## config.mk

```make
export PLATFORM = sky130hd
export DESIGN_NAME = mem_port_arbiter
export DESIGN_NICKNAME = d
export VERILOG_FILES = /design/src/rtl/mem_port_arbiter.sv
export SDC_FILE = /design/constraint.sdc
export NUM_CORES = 1
export LEC_CHECK = 0
export ABC_AREA = 1
export CORE_MARGIN = 5
export CORE_UTILIZATION = 36
export CTS_CLUSTER_DIAMETER = 120
export CTS_CLUSTER_SIZE = 14
export DETAILED_ROUTE_END_ITERATION = 16
export PLACE_DENSITY = 0.74
export SLEW_MARGIN = 20
export SYNTH_ARGS = -nofsm -noshare
export SYNTH_HDL_FRONTEND = slang
export SYNTH_SLANG_ARGS = --single-unit
export TNS_END_PERCENT = 20
```

## constraint.sdc

```tcl
create_clock -name clk -period 3 [get_ports clk]
set_input_delay 0.3 -clock clk [delete_from_list [all_inputs] [get_ports clk]]
set_output_delay 0.3 -clock clk [all_outputs]
set_load 0.01 [all_outputs]
```

## src/rtl/mem_port_arbiter.sv

```systemverilog
// mem_port_arbiter: shares one memory port between an instruction-fetch
// requester and a data requester. A single access is in flight at a time;
// each access ends with a one-cycle done pulse to the granted requester,
// either on mem_ready or with err set after TIMEOUT_CYCLES wait cycles.
//
// Optional feature macro: MEM_PORT_ARB_RR_EN
//   defined   -> simultaneous requests alternate using a last-grant pointer
//   undefined -> simultaneous requests always go to the data requester
module mem_port_arbiter #(
    parameter int unsigned ADDR_WIDTH     = 32,
    parameter int unsigned DATA_WIDTH     = 32,
    parameter int unsigned TIMEOUT_CYCLES = 15
) (
    input  logic                  clk,
    input  logic                  rst,

    input  logic                  if_req,
    input  logic [ADDR_WIDTH-1:0] if_addr,

    input  logic                  d_req,
    input  logic                  d_we,
    input  logic [ADDR_WIDTH-1:0] d_addr,
    input  logic [DATA_WIDTH-1:0] d_wdata,

    output logic                  if_done,
    output logic                  d_done,
    output logic [DATA_WIDTH-1:0] rdata,
    output logic                  err,

    output logic                  mem_req,
    output logic                  mem_we,
    output logic [ADDR_WIDTH-1:0] mem_addr,
    output logic [DATA_WIDTH-1:0] mem_wdata,
    input  logic                  mem_ready,
    input  logic [DATA_WIDTH-1:0] mem_rdata
);

    // Wait counter must be able to hold TIMEOUT_CYCLES itself.
    localparam int unsigned CW = (TIMEOUT_CYCLES < 1) ? 1 : $clog2(TIMEOUT_CYCLES + 1);

    typedef enum logic [1:0] {
        IDLE    = 2'd0,
        BUSY_IF = 2'd1,
        BUSY_D  = 2'd2,
        DONE    = 2'd3
    } state_t;

    state_t        state;
    state_t        state_nxt;

    logic [CW-1:0] wait_cnt;
    logic [CW:0]   wait_cnt_inc;
    logic          serving_d;   // granted requester of the current access

    logic          pick_d;      // arbitration result, meaningful in IDLE
    logic          start;       // IDLE -> BUSY_x this cycle
    logic          finish_ok;   // BUSY_x -> DONE on mem_ready
    logic          finish_to;   // BUSY_x -> DONE on timeout
    logic          busy;

    assign busy         = (state == BUSY_IF) || (state == BUSY_D);
    assign wait_cnt_inc = {1'b0, wait_cnt} + 1'b1;

`ifdef MEM_PORT_ARB_RR_EN
    logic last_d;   // 1: most recent grant went to data, 0: to fetch

    // Last-grant pointer, updated on every grant.
    always_ff @(posedge clk or posedge rst) begin
        if (rst) begin
            last_d <= 1'b0;
        end else if (start) begin
            last_d <= pick_d;
        end
    end

    // On a tie, the requester not granted last wins.
    always_comb begin
        pick_d = d_req && (!if_req || !last_d);
    end
`else
    // Data requester always wins a tie.
    always_comb begin
        pick_d = d_req;
    end
`endif

    // State register.
    always_ff @(posedge clk or posedge rst) begin
        if (rst) begin
            state <= IDLE;
        end else begin
            state <= state_nxt;
        end
    end

    // Next-state decode and per-cycle control strobes.
    always_comb begin
        state_nxt = state;
        start     = 1'b0;
        finish_ok = 1'b0;
        finish_to = 1'b0;
        case (state)
            IDLE: begin
                if (if_req || d_req) begin
                    start     = 1'b1;
                    state_nxt = pick_d ? BUSY_D : BUSY_IF;
                end
            end
            BUSY_IF, BUSY_D: begin
                if (mem_ready) begin
                    finish_ok = 1'b1;
                    state_nxt = DONE;
                end else if (wait_cnt_inc == (CW + 1)'(TIMEOUT_CYCLES)) begin
                    finish_to = 1'b1;
                    state_nxt = DONE;
                end
            end
            DONE: begin
                state_nxt = IDLE;
            end
            default: begin
                state_nxt = IDLE;
            end
        endcase
    end

    // Memory-port request is a pure decode of the registered state.
    always_comb begin
        mem_req = busy;
        if_done = (state == DONE) && !serving_d;
        d_done  = (state == DONE) && serving_d;
    end

    // Access registers: captured on grant, held for the whole access.
    always_ff @(posedge clk or posedge rst) begin
        if (rst) begin
            mem_we    <= 1'b0;
            mem_addr  <= '0;
            mem_wdata <= '0;
            serving_d <= 1'b0;
        end else if (start) begin
            serving_d <= pick_d;
            mem_we    <= pick_d && d_we;
            mem_addr  <= pick_d ? d_addr : if_addr;
            mem_wdata <= pick_d ? d_wdata : '0;
        end
    end

    // Wait counter: cleared on grant, counts cycles without mem_ready.
    always_ff @(posedge clk or posedge rst) begin
        if (rst) begin
            wait_cnt <= '0;
        end else if (start) begin
            wait_cnt <= '0;
        end else if (busy && !mem_ready) begin
            wait_cnt <= wait_cnt_inc[CW-1:0];
        end
    end

    // Completion result: read data on success, zero on writes and timeouts.
    always_ff @(posedge clk or posedge rst) begin
        if (rst) begin
            rdata <= '0;
            err   <= 1'b0;
        end else if (finish_ok) begin
            rdata <= mem_we ? '0 : mem_rdata;
            err   <= 1'b0;
        end else if (finish_to) begin
            rdata <= '0;
            err   <= 1'b1;
        end
    end

endmodule

```

## Word level (Yosys, flattened, before mapping)

Index checks and enable logic that the tools add are counted.

| operators by class | value |
|---|---|
| $add $sub $neg | 1 |
| multipliers | 0 |
| div/mod/pow operators | 0 |
| order comparisons | 0 |
| equal/unequal tests | 6 |
| shift-type cells | 0 |
| muxes and demuxes | 21 |
| bitwise operators | 0 |
| reductions and logical operators | 13 |

Operators with widths:

| kind | number |
|---|---|
| two-way mux 32 bit | 5 |
| two-way mux 1 bit | 9 |
| two-way mux 2 bit | 4 |
| two-way mux 4 bit | 2 |
| one-hot mux 2 bit (3 select lines) | 1 |
| adder 4 x 1 -> 5 bit, second input constant | 1 |
| == test 5 x 4 -> 1 bit, second input constant | 1 |
| == test 2 bit, second input constant | 2 |
| logical AND 1 bit | 4 |
| nonzero test 2 bit | 2 |
| inequality test 3 bit, second input constant | 1 |
| == test 2 x 1 -> 1 bit, second input constant | 1 |
| zero test 1 bit | 2 |
| zero test 2 bit | 1 |
| logical OR 1 bit | 2 |
| inequality test 2 bit, second input constant | 1 |
| AND reduction 2 bit | 1 |
| OR reduction 2 bit | 1 |

| word-level totals | value |
|---|---|
| register bits | 105 |
| bits in latches | 0 |
| memory bits (writable) | 0 |
| ROM bits | 0 |
| input bits | 134 |
| output and inout bits | 101 |
| logic and storage cells | 49 |
| memories kept | 0 |

## Depth between registers and ports, before layout

Gate-level depths: netlist (run 1).

| depth | value |
|---|---|
| depth in word-level cells | 7 |
| gate-level depth with buffers | 11 |

## Least setup slack after synthesis (run 1)

OpenSTA, ideal clock, no wires.

| timing path | value |
|---|---|
| kind | register -> register |
| start | reg state[0] |
| end | reg rdata[0] |
| library setup time | 65 ps |
| arrival time | 1346 ps |
| data required time | 2935 ps |
| setup slack | 1589 ps |
| stages on the path, launching flop included | 8 |
| path buffers | 1 |
| cells stage by stage | dfrtp_1 -> inv_1 -> ha_1 -> nand2_1 -> nor2_2 -> buf_2 -> nand2_1 -> nand2_1 |

| on the way | value |
|---|---|
| word-level cells in the longest chain between the ends | 4 |

RTL lines:

| item | line | text |
|---|---|---|
| from (decl) | 48 | `state_t state;` |
| from (signal assigned) | 92 | `state <= state_nxt;` |
| == test 2 x 1 -> 1 bit or == test 2 bit (tied branches) | 102 | `case (state)` |
| OR reduction 2 bit * | 102 |  |
| two-way mux 1 bit | 102 |  |
| two-way mux 32 bit or nonzero test 2 bit (tied branches) | -- |  |
| to (signal assigned) | 166 | `rdata <= mem_we ? '0 : mem_rdata;` |
| to (decl) | 27 | `output logic [DATA_WIDTH-1:0] rdata,` |

Every way passes the cells marked *; elsewhere a longest branch is shown, timed or not.
A chain may end at the register's enable or synchronous reset.

## Worst setup path in the final report (run 1)

| timing path | value |
|---|---|
| start | reg state[0] |
| end | out mem_req |

| on the way | value |
|---|---|
| word-level cells in the longest chain between the ends | 2 |

RTL lines:

| item | line | text |
|---|---|---|
| == test 2 x 1 -> 1 bit or == test 2 bit (tied branches) | 61 | `assign busy = (state == BUSY_IF) \|\| (state == BUSY_D);` |
| logical OR 1 bit * | 61 |  |
| to (decl) | 30 | `output logic mem_req,` |

Marked as above.

==> qor.yml, run 1 <==
cts.clk_slew.worst_paths_ns: 0.07
cts_resized: 0
p_per_area_mw_per_mm2: 943.6
fin_crit_ns: 2.125
yosys_warnings: 0
crit_chain: "inv_1, ha_1, clkdlybuf4s50_1"
dieWidth_um: 121.7
yosysTopAreaCell: "dfrtp_1"
cts_hold_buf: 0
drv_slew: 0
yosys-top-cells-count: "238 x nand2_1, 105 x dfrtp_1, 39 x nand3_1, 34 x nor2_1, 32 x a31oi_1"
wl_um: 13670
vias_per_cell: 4.650
clock_path_buffers: 2
timing.fmax_mhz: 470.5
grt_pass1_vias: 4301
r2r_slack_ns: 1.15
track_usage_pct: 18.34
synth.cell_area_mm2: 0.004492
yosysUniqueCellTypes: 22
ys_ff_latch: 105
grt_remaining_overflow: 0
ant_nets: 0
numCtsBuffers: 9
min_path_type: "input port to asynchronous set/reset pin"
gp_congestion: 0.8037
num_rows: 40
start_kind: "register"
cts_setup_buffers: 0
grt_pass1_wl_um: 21570
p_leak_nw: 3.368
syn2layout_area_growth_pct: 61.28
fin_hold_ws_ns: 0.4509
nets: 881
async_flop_share_pct: 100.0
synth_edf_count: 0
synth_flop_cell: "dfrtp_1"
antenna_found_initial: 0
dieArea_mm2: 0.01481
synth_area_leaders: "dfrtp_1 58%, nand2_1 20%, a31oi_1 4.5%, nand3_1 4.3%, nor2_1 2.8%"
grt_max_degree: 65
critPathArrivalTime_ns: 1.83
fin_tns_setup_ns: 0
initial_utilization_pct: 37.09
post-route-period-util_pct: 70.85
ys_seq_area_share_pct: 58.50
first_iter_violations: 265
crit_path_max_fanout: 6
critPathBufInv: 2
routedWlPerCell_um: 14.92
clk_latency_ns: 0.33
core_area_mm2: 0.01211
synthesis.nets: 661
relSlewSlack_pct: 35.78
status: "finished, final reports clean"
slowest_delay_ns: 0.62
syn_inst: 523
end_kind: "output pin"
power_mw: 6.836
crit_type: "register to output pin"
maxCapViolCount: 0
vias: 4259
skew_ns: 0.007659
synth_top_area_share_pct: 58.50
critPathTopFamily: "buffers and inverters"
portBuffers: 234
critPathRequiredTime_ns: 2.70
hpwl_um: 10320
firstDrtPassIters: 4
clkSinkCount: 105
syn_area_per_cell_um2: 8.589
slowest_stage: "clkdlybuf4s50_1"
cts_htree_levels: 3
vdd_drop_max_mv: 0.5116
ios: 235
worst_slew_pin_slew_ns: 0.9623
dieHeight_um: 121.7
drive_above_1_share_pct: 5.615
drcViolationCount: 0
diodes: 0
rsz0062_at_grt: "false"
hold_violations: 0
cts_tree: "built"
synth_most_common_cell: "nand2_1"
cts.root.buffer_cell: "clkbuf_16"
setup_viol: 0
metrics by stage:
stage / std cells / utilization (%) / instance area, um^2 / setup WS [ns]
5_1_grt: 916 / 59.81 / 7244 / 0.7924
3_3_place_gp: 900 / 57.26 / 6935 / 1.126
3_5_place_dp: 900 / 57.26 / 6935 / 1.017
2_1_floorplan: 523 / - / 4496 / 1.440
4_1_cts: 916 / 59.81 / 7244 / 0.8570
6_report: 916 / 59.81 / 7244 / 0.8745
cell usage in the layout (no fill, tap or decap):
cell               n
nor2_2             1
nand2_2           14
clkbuf_16          9
buf_2              1
a31oi_1           32
nand3_1           39
dfrtp_1          105
clkbuf_8           3
nand4_1            2
o22ai_1            1
inv_2              2
ha_1               4
nor2_1            34
nor2_4             1
o21ai_0            4
buf_12             2
clkbuf_1           2
clkdlybuf4s50_1  233
clkinvlp_4         1
inv_1             12
bufinv_16          1
o21ai_2            1
nand2_4            1
buf_4              4
nand2_1          238
clkinv_2           1
flip-flops by register name, summed over array words and instances, names as in the netlist:
| signal | cells |
|---|---|
| err | 1 |
| mem_addr | 32 |
| mem_wdata | 32 |
| mem_we | 1 |
| rdata | 32 |
| serving_d | 1 |
| state | 2 |
| wait_cnt | 4 |
routing by layer:
layer,global-route usage [%],share of wire (%),vias to the layer above
met3,5.664,8.8,17
met4,6.443,1.7,0
met2,31.40,50,179
met1,21.84,40,1969
li1,-,-,2094
met5,0,0,-
final timing paths:
check	from	end	depth (start not counted)
setup / recovery	state[0]	mem_req	3
hold / removal	rst	mem_wdata[11]	2
setup reg to reg	state[0]	mem_addr[25]	6
hold reg to reg	rdata[17]	rdata[17]	2
max in group asynchronous	rst	wait_cnt[0]	3
min in group clk	rdata[17]	rdata[17]	2
layout make-up:
class,instances,area (um^2)
Clock buffer,14,274.0
Clock inverter,2,35.03
Fill cell,1100,4867
Inverter,15,60.06
Multi-Input combinational cell,372,1630
Sequential cell,105,2628
Tap cell,168,210.2
Timing Repair Buffer,240,2407
kinds of logic after synthesis:
kind of cell	synth area share (%)
fa+ha+maj	1.114
compound gates	5.237
flops	58.50
buf+inv	5.209
simple gates	29.94
power by group:
group	switching, mW	internal [mW]	leakage (nW)	total, mW
registers	0.367	2.04	1.29	2.41
clock network	0.485	0.715	0.153	1.20
logic	1.61	1.61	1.92	3.22
total	2.46	4.37	3.37	6.84
No activity file was read; power rests on OpenSTA's default activity.
==> run 2, diff against run 1 <==
==> constraint.sdc (replaced) <==
create_clock -name clk -period 1.9 [get_ports clk]
set_input_delay 0.19 -clock clk [delete_from_list [all_inputs] [get_ports clk]]
set_output_delay 0.19 -clock clk [all_outputs]
set_load 0.01 [all_outputs]
==> run 2 against run 1 <==
Setup slack lost 0.78 ns. Sequential share of layout area shrank 0.19 points. Clock power grew 48%. Clock skew is essentially flat. Count of clock-buffer cells in the layout shrank 4. Largest power group unchanged. Highest routed layer unchanged.
==> qor.yml, run 2 (synthesis gave the netlist of run 1 again) <==
status: "finished, final reports clean"
ant_nets: 0  # unchanged
cts_htree_levels: 3  # unchanged
ios: 235  # unchanged
dieArea_mm2: 0.01481  # unchanged
dieWidth_um: 121.7  # unchanged
cts_setup_buffers: 0  # unchanged
grt_remaining_overflow: 0  # unchanged
multi_input_area_mm2: 0.001633  # +0.15%
final_cell_mix: "238 x nand2_1, 232 x clkdlybuf4s50_1, 105 x dfrtp_1, 39 x nand3_1, 34 x nor2_1"
p_per_area_mw_per_mm2: 1475  # +56%
cts_hold_buf: 0  # unchanged
drcViolationCount: 0  # unchanged
relSlewSlack_pct: 59.80  # +24 points
hp-start: "d_req"
power_mw: 10.74  # +57%
diodes: 0  # unchanged
reg_top3: "mem_addr x32, mem_wdata x32, rdata x32"
clock_path_buffers: 2  # unchanged
fin_crit_ns: 1.801
cts_tree: "built"
layout_commonest_cell: "nand2_1"
nets: 887  # +0.68%
r2r-start: "wait_cnt[1]"
seqCellArea_mm2: 0.002628  # unchanged
finalWorstSetupSlack_ns: 0.09886  # -0.7756 ns
post-route-period-util_pct: 94.80
skew_ns: 0.007871  # +0.0002120 ns
drive_above_1_share_pct: 6.764  # +1.1 points
crit_type: "register to output pin"
vdd_drop_max_mv: 0.6210  # +21%
num_rows: 40  # unchanged
finalNonFillerCells: 922  # +0.66%
fillers: 1081  # -1.7%
critPathRequiredTime_ns: 1.71  # -0.99 ns
track_usage_pct: 17.83  # -0.50 points
portBuffers: 234  # unchanged
worst_slew_pin_slew_ns: 0.6031  # -0.3592 ns
start_kind: "register"
initial_utilization_pct: 37.09  # unchanged
rsz0062_at_grt: "false"
numCtsBuffers: 9  # unchanged
vias_per_cell: 4.617  # -0.70%
startpoint: "state[1]"
vias: 4257  # -0.047%
clk_latency_ns: 0.34  # about the same
cts_resized: 2  # +2
crit_path_max_fanout: 3  # -3
p_leak_nw: 3.383  # +0.45%
firstDrtPassIters: 4  # unchanged
core_area_mm2: 0.01211  # unchanged
drv_slew: 0  # unchanged
min_path_type: "input port to register"
antenna_found_initial: 0  # unchanged
hpwl_um: 10010  # -3.0%
clkSinkCount: 105  # unchanged
critPathArrivalTime_ns: 1.61  # -0.22 ns
dieHeight_um: 121.7  # unchanged
routedWlPerCell_um: 14.33  # -4.0%
gp_congestion: 0.7864  # -2.2%
syn2layout_area_growth_pct: 62.14
timing.fmax_mhz: 555.2
grt_max_degree: 106  # +63%
fin_tns_setup_ns: 0  # unchanged
setup_viol: 0  # unchanged
grt_pass1_vias: 4400  # +2.3%
wl_um: 13210  # -3.3%
cts.root.buffer_cell: "clkbuf_16"
first_iter_violations: 247  # -6.8%
utilization_pct: 60.13  # +0.32 points
end_kind: "output pin"
place_ws_ns: 0.1846  # -0.8321 ns
cts.clk_slew.worst_paths_ns: 0.07  # about the same
maxCapViolCount: 0  # unchanged
dp.cells: 906  # +0.67%
grt_pass1_wl_um: 21330  # -1.1%
hold_violations: 0  # unchanged
[run 2: changes by cell type in the layout (fill, tap and decap cells not counted), sizes merged]
cell | previous run | this run
buf | 7 | 13
clkbuf | 14 | 10
clkinvlp | 1 | 3
inv | 14 | 16
bufinv | 1 | 0
clkdlybuf4s50 | 233 | 232
clkinv | 1 | 2
dlygate4sd2 | 0 | 1
[run 2: per-stage QoR]
step | instance area [um^2] | hold WS [ns]
detailed placement | 6993 | 0.4587
global placement | 6993 | 0.4527
finish | 7283 | 0.2213
global route | 7283 | 0.2295
CTS | 7283 | 0.2082
floorplan | 4496 | 0.3066
[run 2: critical path, cell delays in order, from the launching register on]
cell	delay (ns)
dfrtp_1	0.39
ha_1	0.19
inv_1	0.04
nor2_1	0.07
clkdlybuf4s50_1	0.57
[run 2: power by group]
| part | internal (mW) | leakage [nW] | switching (mW) |
|---|---|---|---|
| Combinational | 2.65 | 1.95 | 2.54 |
| Clock | 0.939 | 0.136 | 0.836 |
| Sequential | 3.22 | 1.29 | 0.558 |
| Total | 6.81 | 3.38 | 3.93 |
[run 2: per-layer routing]
metal	GRT usage (%)	vias to the layer above	wire, um	share of wire, %
met3	6.453	23	1170	8.9
met1	21.17	1957	5377	41
met5	0	-	0	0
li1	-	2111	-	-
met2	29.78	166	6382	48
met4	6.513	0	284	2.1
[run 2: cell type report]
class / count / share of cell area (%)
clock buffer: 10 / 3.281
clock inverter: 6 / 0.6872
inverter: 15 / 0.8246
multi-input combinational: 372 / 22.42
sequential: 105 / 36.08
tap: 168 / 2.886
timing repair buffer: 246 / 33.83
[run 2: worst paths after layout]
kind / to / slack, ns / cells after the start
worst max-delay path: if_done / 0.1 / 4
worst min-delay path: mem_addr[6] / 0.22 / 3
worst max register to register: rdata[20] / 0.31 / 9
worst min register to register: mem_wdata[9] / 0.47 / 2
max in group asynchronous: mem_wdata[10] / 1.09 / 3
min in group asynchronous: mem_wdata[23] / 0.32 / 3
